<file path="src/rtl/imem_byte_loader.sv">
// Boot loader: packs a little-endian byte stream into 32-bit imem words
// and holds the core in reset until the final word has been written.
module imem_byte_loader #(
    parameter int MEM_NUM    = 4096,
    parameter int ADDR_WIDTH = 12
) (
    input  logic                  clk,
    input  logic                  rst,
    input  logic                  start,
    input  logic                  byte_valid,
    input  logic [7:0]            byte_data,
    input  logic                  byte_last,
    output logic                  byte_ready,
    output logic                  mem_we,
    output logic [ADDR_WIDTH-1:0] mem_addr,
    output logic [31:0]           mem_wdata,
    output logic                  core_rst,
    output logic                  busy,
    output logic                  done,
    output logic                  overflow,
    output logic [ADDR_WIDTH:0]   word_cnt
);

    typedef enum logic [1:0] {
        S_IDLE,
        S_LOAD,
        S_DONE
    } state_t;

    localparam logic [ADDR_WIDTH+1:0] MEM_NUM_W = (ADDR_WIDTH+2)'(MEM_NUM);

    state_t                r_state;
    state_t                w_next;
    logic [1:0]            r_lane;
    logic [31:0]           r_asm;
    logic                  r_we;
    logic [31:0]           r_wdata;
    logic [ADDR_WIDTH:0]   r_cnt;
    logic                  r_ovf;
    logic                  r_was_done;

    logic                  w_accept;
    logic                  w_complete;
    logic                  w_start;
    logic                  w_full;
    logic [31:0]           w_word;
    logic [ADDR_WIDTH+1:0] w_pending;

    assign w_accept   = byte_valid && (r_state == S_LOAD);
    assign w_complete = w_accept && ((r_lane == 2'd3) || byte_last);
    assign w_start    = start && (r_state != S_LOAD);
    assign w_word     = r_asm | ({24'd0, byte_data} << {r_lane, 3'b000});

    // A write still in flight has not reached r_cnt yet; count it too.
    assign w_pending = {1'b0, r_cnt} + {{(ADDR_WIDTH+1){1'b0}}, r_we};
    assign w_full    = (w_pending == MEM_NUM_W);

    always_ff @(posedge clk or posedge rst) begin
        if (rst) begin
            r_state <= S_IDLE;
        end else begin
            r_state <= w_next;
        end
    end

    always_comb begin
        w_next = r_state;
        unique case (r_state)
            S_IDLE:  if (start) w_next = S_LOAD;
            S_LOAD:  if (w_accept && byte_last) w_next = S_DONE;
            S_DONE:  if (start) w_next = S_LOAD;
            default: w_next = S_IDLE;
        endcase
    end

    always_ff @(posedge clk or posedge rst) begin
        if (rst) begin
            r_lane     <= 2'd0;
            r_asm      <= 32'd0;
            r_we       <= 1'b0;
            r_wdata    <= 32'd0;
            r_cnt      <= '0;
            r_ovf      <= 1'b0;
            r_was_done <= 1'b0;
        end else begin
            r_we       <= 1'b0;
            r_was_done <= (r_state == S_DONE);
            if (w_start) begin
                r_lane <= 2'd0;
                r_asm  <= 32'd0;
                r_cnt  <= '0;
                r_ovf  <= 1'b0;
            end else begin
                if (r_we) begin
                    r_cnt <= r_cnt + {{ADDR_WIDTH{1'b0}}, 1'b1};
                end
                if (w_complete) begin
                    r_lane <= 2'd0;
                    r_asm  <= 32'd0;
                    if (w_full) begin
                        r_ovf <= 1'b1;
                    end else begin
                        r_we    <= 1'b1;
                        r_wdata <= w_word;
                    end
                end else if (w_accept) begin
                    r_lane <= r_lane + 2'd1;
                    r_asm  <= w_word;
                end
            end
        end
    end

    // Core leaves reset one cycle after DONE so the last write lands first.
    assign core_rst   = !((r_state == S_DONE) && r_was_done);
    assign byte_ready = (r_state == S_LOAD);
    assign busy       = (r_state == S_LOAD);
    assign done       = (r_state == S_DONE);
    assign mem_we     = r_we;
    assign mem_addr   = r_cnt[ADDR_WIDTH-1:0];
    assign mem_wdata  = r_wdata;
    assign overflow   = r_ovf;
    assign word_cnt   = r_cnt;

endmodule
</file>
<file path="config.mk">
export PLATFORM = sky130hd
export DESIGN_NAME = imem_byte_loader
export DESIGN_NICKNAME = d
export VERILOG_FILES = /design/src/rtl/imem_byte_loader.sv
export SDC_FILE = /design/constraint.sdc
export NUM_CORES = 1
export LEC_CHECK = 0
export ABC_AREA = 1
export BUFFER_PORTS_ARGS = -buffer_cell sky130_fd_sc_hd__buf_2
export CORE_AREA = 2 2 137 85
export CTS_CLUSTER_DIAMETER = 120
export DETAILED_ROUTE_END_ITERATION = 16
export DIE_AREA = 0 0 139 87
export PLACE_DENSITY = 0.73
export SLEW_MARGIN = 20
export SYNTH_ARGS = -nofsm -noshare
export SYNTH_HDL_FRONTEND = slang
export SYNTH_SLANG_ARGS = --single-unit
</file>
<file path="constraint.sdc">
create_clock -name clk -period 2.25 [get_ports clk]
set_input_delay 0.1125 -clock clk [delete_from_list [all_inputs] [get_ports clk]]
set_output_delay 0.1125 -clock clk [all_outputs]
set_load 0.03 [all_outputs]
</file>
==> results of run 1 <==
-- repair_timing --
item,CTS,global route
endpoints found under the hold margin,20,0
endpoints found under the setup margin,3,33
hold buffers,2,0
gates cloned,0,7
setup buffers,0,0
pin swaps,0,20
gates resized for setup,1,47
-- worst max-delay path: stages, from the launching register on --
cell	delay [ns]
dfrtp_2	0.43
ha_4	0.17
ha_4	0.21
nor2_4	0.11
nand2_1	0.06
nor2_1	0.12
nand3_1	0.11
nor2_2	0.14
nand2_2	0.08
nor2_4	0.17
nand2_4	0.14
buf_8	0.18
nand3_2	0.06
nand2_1	0.06
-- metal layers --
| metal | part of all wire, % | vias to the layer above |
|---|---|---|
| li1 | - | 1930 |
| met1 | 48 | 2031 |
| met2 | 43 | 181 |
| met3 | 8.3 | 13 |
| met4 | 0.98 | 0 |
| met5 | 0 | - |
-- where the power goes --
part | internal [µW] | switching [µW]
logic | 687 | 1750
clock network | 1200 | 624
registers | 1860 | 219
total | 3750 | 2600
-- path summary, 6_finish.rpt --
kind	from	endpoint	slack (ns)	cells after the start
max	word_cnt[0]	mem_wdata[0]	0.08	13
min	byte_last	r_state[1]	0.06	3
max reg2reg	word_cnt[0]	mem_wdata[0]	0.08	13
min reg2reg	mem_wdata[25]	mem_wdata[25]	0.47	2
max in group asynchronous	rst	r_asm[1]	1.23	4
min in group asynchronous	rst	r_state[1]	0.34	3
-- sequential cells by signal (all words and copies together), names as in the netlist --
name        flops
mem_wdata      32
r_asm          32
word_cnt       13
r_lane          2
r_state         2
mem_we          1
overflow        1
r_was_done      1
-- synth_stat cells, drive strengths merged, types with 2 or more instances --
master	count
a31oi	9
o21bai	6
inv	58
dfrtp	84
a31o	6
a21oi	14
nand3	53
ha	4
nor2	51
o21a	2
nor3	5
o21ai	51
nand4	22
clkbuf	11
nand2	136
buf	25
-- stage by stage --
| stage | worst slack [ns] | util [%] | std cells |
|---|---|---|---|
| 2_1_floorplan | 0.0489 | - | 541 |
| 3_3_place_gp | 0.120 | 43.4 | 740 |
| 3_5_place_dp | 0.0194 | 43.4 | 740 |
| 4_1_cts | 0.0117 | 47.0 | 758 |
| 5_1_grt | -0.0220 | 50.1 | 765 |
| 6_report | 0.0795 | 50.1 | 765 |
-- layout make-up --
class,instances,area (µm²)
multi-input cells,366,1970
repair buffers,97,647
fillers,1037,5470
clock inverters,6,136
inverters,58,221
well taps,144,180
clock buffers,10,229
flip-flops and latches,84,2110
-- logic make-up (layout without fill, tap and decap cells) --
kind of cell | after synthesis | count (layout) | synth area share, %
fa+ha+maj | 4 | 4 | 1.17
flops | 84 | 84 | 49.3
simple gates | 269 | 272 | 27.5
buf+inv | 94 | 171 | 10.1
compound gates | 90 | 90 | 11.9
-- placed cells by master (no fill, tap or decap), drive strengths merged --
master	instances
nor2	51
clkbuf	13
buf	92
a21oi	14
nor3b	1
dfrtp	84
nor3	5
clkinv	1
nand2	139
clkinvlp	2
nand4	22
o31ai	1
o21ai	51
a31oi	9
o21a	2
dlygate4sd3	2
nand3b	1
o21bai	6
bufinv	4
o22ai	1
inv	57
a31o	6
nand3	53
ha	4
==> metrics.txt, run 1 <==
Worst Tran Pin Value=0.637 ns; Async SR Flop Fraction=100%; clk_lat worst skew=0.35 ns; final worst path period need=2.17 ns; GR peak layer=met1; post-synth top area cell=dfrtp_1; Max Root-Sink Buffers=2; htree depth=3; via count=4,155; clock sink count=84; syn_area_per_cell=7.88 µm²; clock root buffer=clkbuf_16; FMAX=461 MHz; dpl cell area=0.00476 mm²; sequential area share after synthesis=49.3%; worst path arrival time=2.40 ns; Setup Viol. Count Final=0; global route overflow=0; initial antenna violation count=0; max-slew violations=0; overall power=6340 µW; met2 track demand over resource=28.5%; EDFF count, synth=0; layout net count=633; met1 usage=30.2%; Hold Violations, Final=0; max capacitance violation total=0; met3 usage=5.66%; Pwr per Cell Area=1160 mW/mm²; Area growth syn-to-layout=28.7%; routability congestion estimate from global placement=0.910; Top Ports=76; core area=0.0110 mm²; TritonCTS clock tree=done; top cell type's share of synthesized area=49.3%; dominant cells by area after synthesis=dfrtp_1 (49%), nand2_1 (12%), nand3_1 (6.2%); Crit. End Element=flip-flop; cells after synthesis=541; share of cells above drive strength 1=25.9%; Post-Syn Area=0.00426 mm²; GRT Util Overall=19.9%; Die Ht=87 µm; Required @ worst endpoint=2.48 ns; Clock transition at path regs=0.06 ns; Vias/cell=5.43; Port-buffer cells=75; peak supply drop=622 µV; Total Wirelength=12,800 µm; Die X=139 µm; Pleak=0.00285 µW; design area=0.00549 mm²; HP Class=in -> reg; synth unique cells=29; maximum fanout along the worst path=7; Worst Setup Start Kind=flip-flop; total negative setup slack=0 ns; #FFs+latches synth=84; dominant synthesized flop cell=dfrtp_1; final period utilization=96.5%; Post-DRT Antenna Nets=0; DRT iter0 DRCs=444; Initial Util=38.9%; Yosys warnings=0; outcome=completed; Hold Slack=0.0611 ns; Antenna diodes=0; Final HPWL DP=8180 µm; first-pass GRT wire length=19,000 µm; WS Path Type=reg -> reg; largest net degree at the start of global routing=42; clk_skew=0.00933 ns; Slew HR=57.4%; First-pass DRT Iterations=5; die area=0.0121 mm²; WL/cell=16.7 µm; Net Count, Synth=558; Post-route DRC=0; vias in the first global route=3,693; row count=30; TritonCTS buffer count=9
Power figures use the tool's default switching activity.
==> run 2, diff against run 1 <==
--- a/config.mk
+++ b/config.mk
@@ -7,11 +7,11 @@
 export LEC_CHECK = 0
 export ABC_AREA = 1
 export BUFFER_PORTS_ARGS = -buffer_cell sky130_fd_sc_hd__buf_2
-export CORE_AREA = 2 2 137 85
+export CORE_AREA = 2 2 122 76
 export CTS_CLUSTER_DIAMETER = 120
 export DETAILED_ROUTE_END_ITERATION = 16
-export DIE_AREA = 0 0 139 87
-export PLACE_DENSITY = 0.73
+export DIE_AREA = 0 0 124 78
+export PLACE_DENSITY = 0.87
 export SLEW_MARGIN = 20
 export SYNTH_ARGS = -nofsm -noshare
 export SYNTH_HDL_FRONTEND = slang
==> constraint.sdc (replaced) <==
create_clock -name clk -period 1.9 [get_ports clk]
set_input_delay 0.095 -clock clk [delete_from_list [all_inputs] [get_ports clk]]
set_output_delay 0.095 -clock clk [all_outputs]
set_load 0.03 [all_outputs]
==> metrics.txt, run 2 (synthesis results as in run 1) <==
Die Ht=78 µm (-10%); clock root buffer=clkbuf_16; crit path from=mem_we; final period utilization=108% (+11 points); layout net count=656 (+3.6%); routability congestion estimate from global placement=0.972 (+6.8%); die area=0.00967 mm² (-20%); fill count=675 (-35%); first-pass GRT wire length=19,700 µm (+3.7%); final core occ=66.3% (+16 points); sequential share of power=33.6% (+0.8 points); RSZ-0062 raised after global routing=yes; First-pass DRT Iterations=5 (unchanged); Pint=4350 µW (+16%); worst path arrival time=2.32 ns (-0.08 ns); Hold Slack=0.0979 ns (+0.0368 ns); Clock transition at path regs=0.06 ns (about the same); initial antenna violation count=0 (unchanged); WS Path Type=reg -> reg; Max Root-Sink Buffers=2 (unchanged); share of cells above drive strength 1=32.2% (+6.3 points); row count=26 (-13%); vias in the first global route=3,906 (+5.8%); Setup Viol. Count Final=33 (+33); final worst slack=-0.146 ns (-0.225 ns); max capacitance violation total=0 (unchanged); maximum fanout along the worst path=6 (-1); Area growth syn-to-layout=31.5%; final worst path period need=2.05 ns (-0.125 ns); Worst Tran Pin Value=0.588 ns (-0.0488 ns); WL/cell=17.0 µm (+1.6%); HP Class=in -> reg; outcome=complete, but fails checks; Required @ worst endpoint=2.18 ns (-0.30 ns); Die X=124 µm (-11%); htree depth=3 (unchanged); Final HPWL DP=8680 µm (+6.1%); Top Ports=76 (unchanged); Initial Util=50.4% (+12 points); commonest non-fill, non-tap cell in the layout=nand2_1; Antenna diodes=0 (unchanged); Slew HR=60.7% (+3.3 points); GRT Util Overall=26.7% (+6.8 points); Clock power frac=25.1% (-3.6 points); core area=0.00846 mm² (-23%); violated checks=setup timing; clk_skew=0.00514 ns (-0.00418 ns); Pwr per Cell Area=1330 mW/mm² (+15%); clk_lat worst skew=0.34 ns (about the same); RR Startpoint=mem_we; TritonCTS clock tree=done; FMAX=489 MHz (+6.1%); via count=4,321 (+4.0%); Worst Setup Start Kind=flip-flop; Pleak=0.00296 µW (+3.9%); Port-buffer cells=75 (unchanged); Vias/cell=5.73 (+5.5%); TritonCTS buffer count=9 (unchanged); Comb power frac=41.2% (+2.7 points); most frequent cells in the layout=nand2_1 (101), dfrtp_1 (79), buf_2 (75); hold path start=byte_last; peak supply drop=808 µV (+30%); P_sw=3100 µW (+20%); Post-DRT Antenna Nets=0 (unchanged); Hold Violations, Final=0 (unchanged); Post-route DRC=0 (unchanged); max-slew violations=0 (unchanged); clock sink count=84 (unchanged); Crit. End Element=flip-flop; largest net degree at the start of global routing=32 (-24%); Total Wirelength=12,800 µm (+0.19%); Sw Share=41.6% (+0.70 points); DRT iter0 DRCs=551 (+24%); global route overflow=0 (unchanged)
run 2: changes by cell type in the layout (fill, tap and decap cells not counted), moves of 3 or more:
cell / previous run / this run
inv_1: 56 / 53
nand2_4: 3 / 7
nand3_1: 30 / 46
nand3_2: 23 / 7
nor2_2: 1 / 5
nand2_1: 132 / 101
buf_4: 12 / 36
nand2_2: 2 / 27
run 2: routing by layer:
metal	track usage, %	up-vias	part of all wire, %
li1	-	1980	-
met2	36.7	279	43
met3	10.0	34	12
met1	39.7	2028	43
met4	6.18	0	1.6
met5	0	-	0
run 2: final timing paths:
path,endpoint,slack (ns),cells after the start
max,mem_wdata[24],-0.15,15
min,r_state[1],0.1,3
max reg2reg,mem_wdata[24],-0.15,15
min reg2reg,mem_wdata[4],0.47,2
max in group asynchronous,mem_wdata[30],0.95,4
min in group asynchronous,r_state[1],0.37,3
run 2: power groups by stage:
stage / Sequential (µW) / Clock, µW / Combinational, µW
2_1_floorplan: 3000 / 0 / 1340
3_3_place_gp: 2460 / 0 / 2670
3_5_place_dp: 2470 / 0 / 2760
4_1_cts: 2450 / 1880 / 2810
5_1_grt: 2550 / 1970 / 3330
6_report: 2510 / 1870 / 3070
run 2: worst max-delay path: stages (launching register included):
cell and delay [ns]:
dfrtp_2 0.38, ha_4 0.16, ha_4 0.17, inv_4 0.04
nor2_4 0.21, nand3_2 0.09, nand2_2 0.11, nand2_1 0.06
inv_1 0.04, nand2_1 0.05, nor2_2 0.12, nand2_4 0.10
nand2_8 0.15, clkbuf_16 0.17, nand2_1 0.05, nand2_1 0.06
run 2: repair_timing:
action                                  CTS  global route
pin swaps                                 2            21
hold endpoints to repair                 22             0
hold buffers                              2             0
gates cloned                              0             3
endpoints found under the setup margin   36            41
setup buffers                             0             6
resized for setup                         7            56
run 2: final cells by class:
class                           instances  area (µm²)  share of cell area, %
Clock buffer                           10         239                   4.26
Clock inverter                          4        75.1                   1.34
Inverter                               58         224                   3.99
Multi-Input combinational cell        363        1960                   34.9
Sequential cell                        84        2110                   37.6
Tap cell                              112         140                   2.50
Timing Repair Buffer                  123         863                   15.4
run 2: per-stage QoR:
| stage | worst slack (ns) | total power [µW] | setup TNS, ns | cell area (µm²) | std cells |
|---|---|---|---|---|---|
| floorplan | -0.0784 | 4340 | -2.29 | 4320 | 541 |
| global placement | -0.0642 | 5130 | -1.68 | 4950 | 729 |
| detailed placement | -0.109 | 5230 | -3.11 | 4950 | 729 |
| CTS | -0.0821 | 7140 | -1.98 | 5320 | 745 |
| global route | -0.269 | 7850 | -8.15 | 5610 | 754 |
| finish | -0.146 | 7450 | -4.05 | 5610 | 754 |
==> run 3, diff against run 2 <==
--- a/config.mk
+++ b/config.mk
@@ -11,6 +11,7 @@
 export CTS_CLUSTER_DIAMETER = 120
 export DETAILED_ROUTE_END_ITERATION = 16
 export DIE_AREA = 0 0 124 78
+export MAX_ROUTING_LAYER = met4
 export PLACE_DENSITY = 0.87
 export SLEW_MARGIN = 20
 export SYNTH_ARGS = -nofsm -noshare
==> metrics.txt, run 3 (synthesis results as in run 1) <==
outcome=complete, but fails checks; violated checks=setup timing; worst path arrival time=2.35 ns (+0.03 ns); largest net degree at the start of global routing=85 (+170%); Pwr per Cell Area=1320 mW/mm² (-0.54%); Worst Tran Pin Value=0.536 ns (-0.0527 ns); Final HPWL DP=8330 µm (-4.0%); Pint=4270 µW (-1.9%); final worst slack=-0.168 ns (-0.0216 ns); GRT Util Overall=27.5% (+0.81 points); Comb power frac=42.1% (+0.9 points); Clock power frac=23.6% (-1.5 points); die area=0.00967 mm² (unchanged); via count=4,251 (-1.6%); Sw Share=42.3% (+0.64 points); Pleak=0.00292 µW (-1.4%); clock sink count=84 (unchanged); final period utilization=109% (+1.1 points); WL/cell=17.0 µm (+0.13%); FMAX=484 MHz (-1.0%); Antenna diodes=0 (unchanged); final worst path period need=2.07 ns (+0.0216 ns); clk_lat worst skew=0.34 ns (about the same); first-pass GRT wire length=19,900 µm (+1.2%); First-pass DRT Iterations=5 (unchanged); commonest non-fill, non-tap cell in the layout=nand2_1; final non-filler cell total=748 (-0.80%); Setup Viol. Count Final=33 (unchanged); P_sw=3120 µW (+0.67%); Max Root-Sink Buffers=2 (unchanged); Post-route DRC=0 (unchanged); Hold Violations, Final=0 (unchanged); Die X=124 µm (unchanged); most frequent cells in the layout=nand2_1 (90), dfrtp_1 (79), buf_2 (75); initial antenna violation count=0 (unchanged); maximum fanout along the worst path=6 (unchanged); clk_skew=0.00685 ns (+0.00171 ns); Port-buffer cells=75 (unchanged); peak supply drop=709 µV (-12%); Hold Slack=0.0689 ns (-0.0290 ns); Slew HR=64.2% (+3.6 points); Area growth syn-to-layout=31.1%; Crit. End Element=flip-flop; Die Ht=78 µm (unchanged); WS Path Type=reg -> reg; TritonCTS clock tree=done; max-slew violations=0 (unchanged); htree depth=3 (unchanged); Initial Util=50.4% (unchanged); row count=26 (unchanged); placed cells=727 (-0.27%); Worst Setup Start Kind=flip-flop; worst slack, placed=-0.0838 ns (+0.0256 ns); clock root buffer=clkbuf_16; RSZ-0062 raised after global routing=yes; Total Wirelength=12,700 µm (-0.66%); Vias/cell=5.68 (-0.83%); TritonCTS buffer count=9 (unchanged); DRT iter0 DRCs=562 (+2.0%); Required @ worst endpoint=2.18 ns (about the same); core area=0.00846 mm² (unchanged); final core occ=66.1% (-0.21 points); share of cells above drive strength 1=32.5% (+0.30 points); Clock transition at path regs=0.06 ns (about the same); max capacitance violation total=0 (unchanged); layout net count=648 (-1.2%); global route overflow=0 (unchanged); vias in the first global route=3,959 (+1.4%); routability congestion estimate from global placement=0.972 (about the same); Post-DRT Antenna Nets=0 (unchanged); Top Ports=76 (unchanged); HP Class=in -> reg; fill count=698 (+3.4%); sequential share of power=34.3% (+0.7 points)
## run 3: stage by stage
| step | setup TNS [ns] | area, µm² | power [µW] |
|---|---|---|---|
| floorplan | -2.29 | 4320 | 4340 |
| global route | -7.98 | 5590 | 7830 |
| global placement | -1.29 | 4940 | 5120 |
| CTS | -2.99 | 5280 | 7000 |
| detailed placement | -2.09 | 4940 | 5200 |
| finish | -4.76 | 5590 | 7390 |
## run 3: metal layers
metal	wire length [µm]	part of all wire [%]	global-route usage, %	vias to the layer above
li1	-	-	-	1952
met1	5710	45	40.8	2018
met2	5520	43	37.1	249
met3	1290	10	8.46	32
met4	175	1.4	5.39	0
met5	0	0	-	-
## run 3: final cells by class
| class | instances | area (µm²) | share of cell area, % |
|---|---|---|---|
| multi-input cells | 363 | 2030 | 36.3 |
| well taps | 112 | 140 | 2.51 |
| flip-flops and latches | 84 | 2110 | 37.7 |
| inverters | 58 | 221 | 3.96 |
| repair buffers | 115 | 803 | 14.4 |
| clock inverters | 2 | 35.0 | 0.627 |
| clock buffers | 14 | 254 | 4.54 |
## run 3: power groups by stage
stage	Sequential [µW]	Clock [µW]	Combinational [µW]
finish	2540	1740	3110
global route	2580	1870	3370
CTS	2450	1760	2790
detailed placement	2470	0	2730
global placement	2460	0	2660
floorplan	3000	0	1340
## run 3: final timing paths
| check | start | endpoint | slack [ns] | depth (start not counted) |
|---|---|---|---|---|
| setup / recovery | word_cnt[0] | mem_wdata[2] | -0.17 | 14 |
| hold / removal | byte_last | r_state[1] | 0.07 | 3 |
| setup reg to reg | word_cnt[0] | mem_wdata[2] | -0.17 | 14 |
| hold reg to reg | mem_wdata[22] | mem_wdata[22] | 0.48 | 2 |
| max in group asynchronous | rst | word_cnt[2] | 1.09 | 4 |
| min in group asynchronous | rst | word_cnt[8] | 0.43 | 4 |
## run 3: repair_timing
action | in CTS | in global routing
pin swaps | 2 | 17
endpoints found under the setup margin | 34 | 36
resized for setup | 8 | 70
hold buffers | 2 | 0
cloned | 0 | 3
buffers inserted | 0 | 1
endpoints found under the hold margin | 85 | 0
## run 3: worst max-delay path: stages (launching register included)
cell and delay (ns):
dfrtp_2 0.43, ha_4 0.17, ha_4 0.22, nor2_4 0.09, nand2_1 0.05, nor2_1 0.10, nand3_1 0.09, nor2_1 0.11
nand2_1 0.07, nor2_2 0.15, nand2_4 0.11, nand2_8 0.14, clkbuf_16 0.18, nand2_4 0.05, nand2_2 0.05
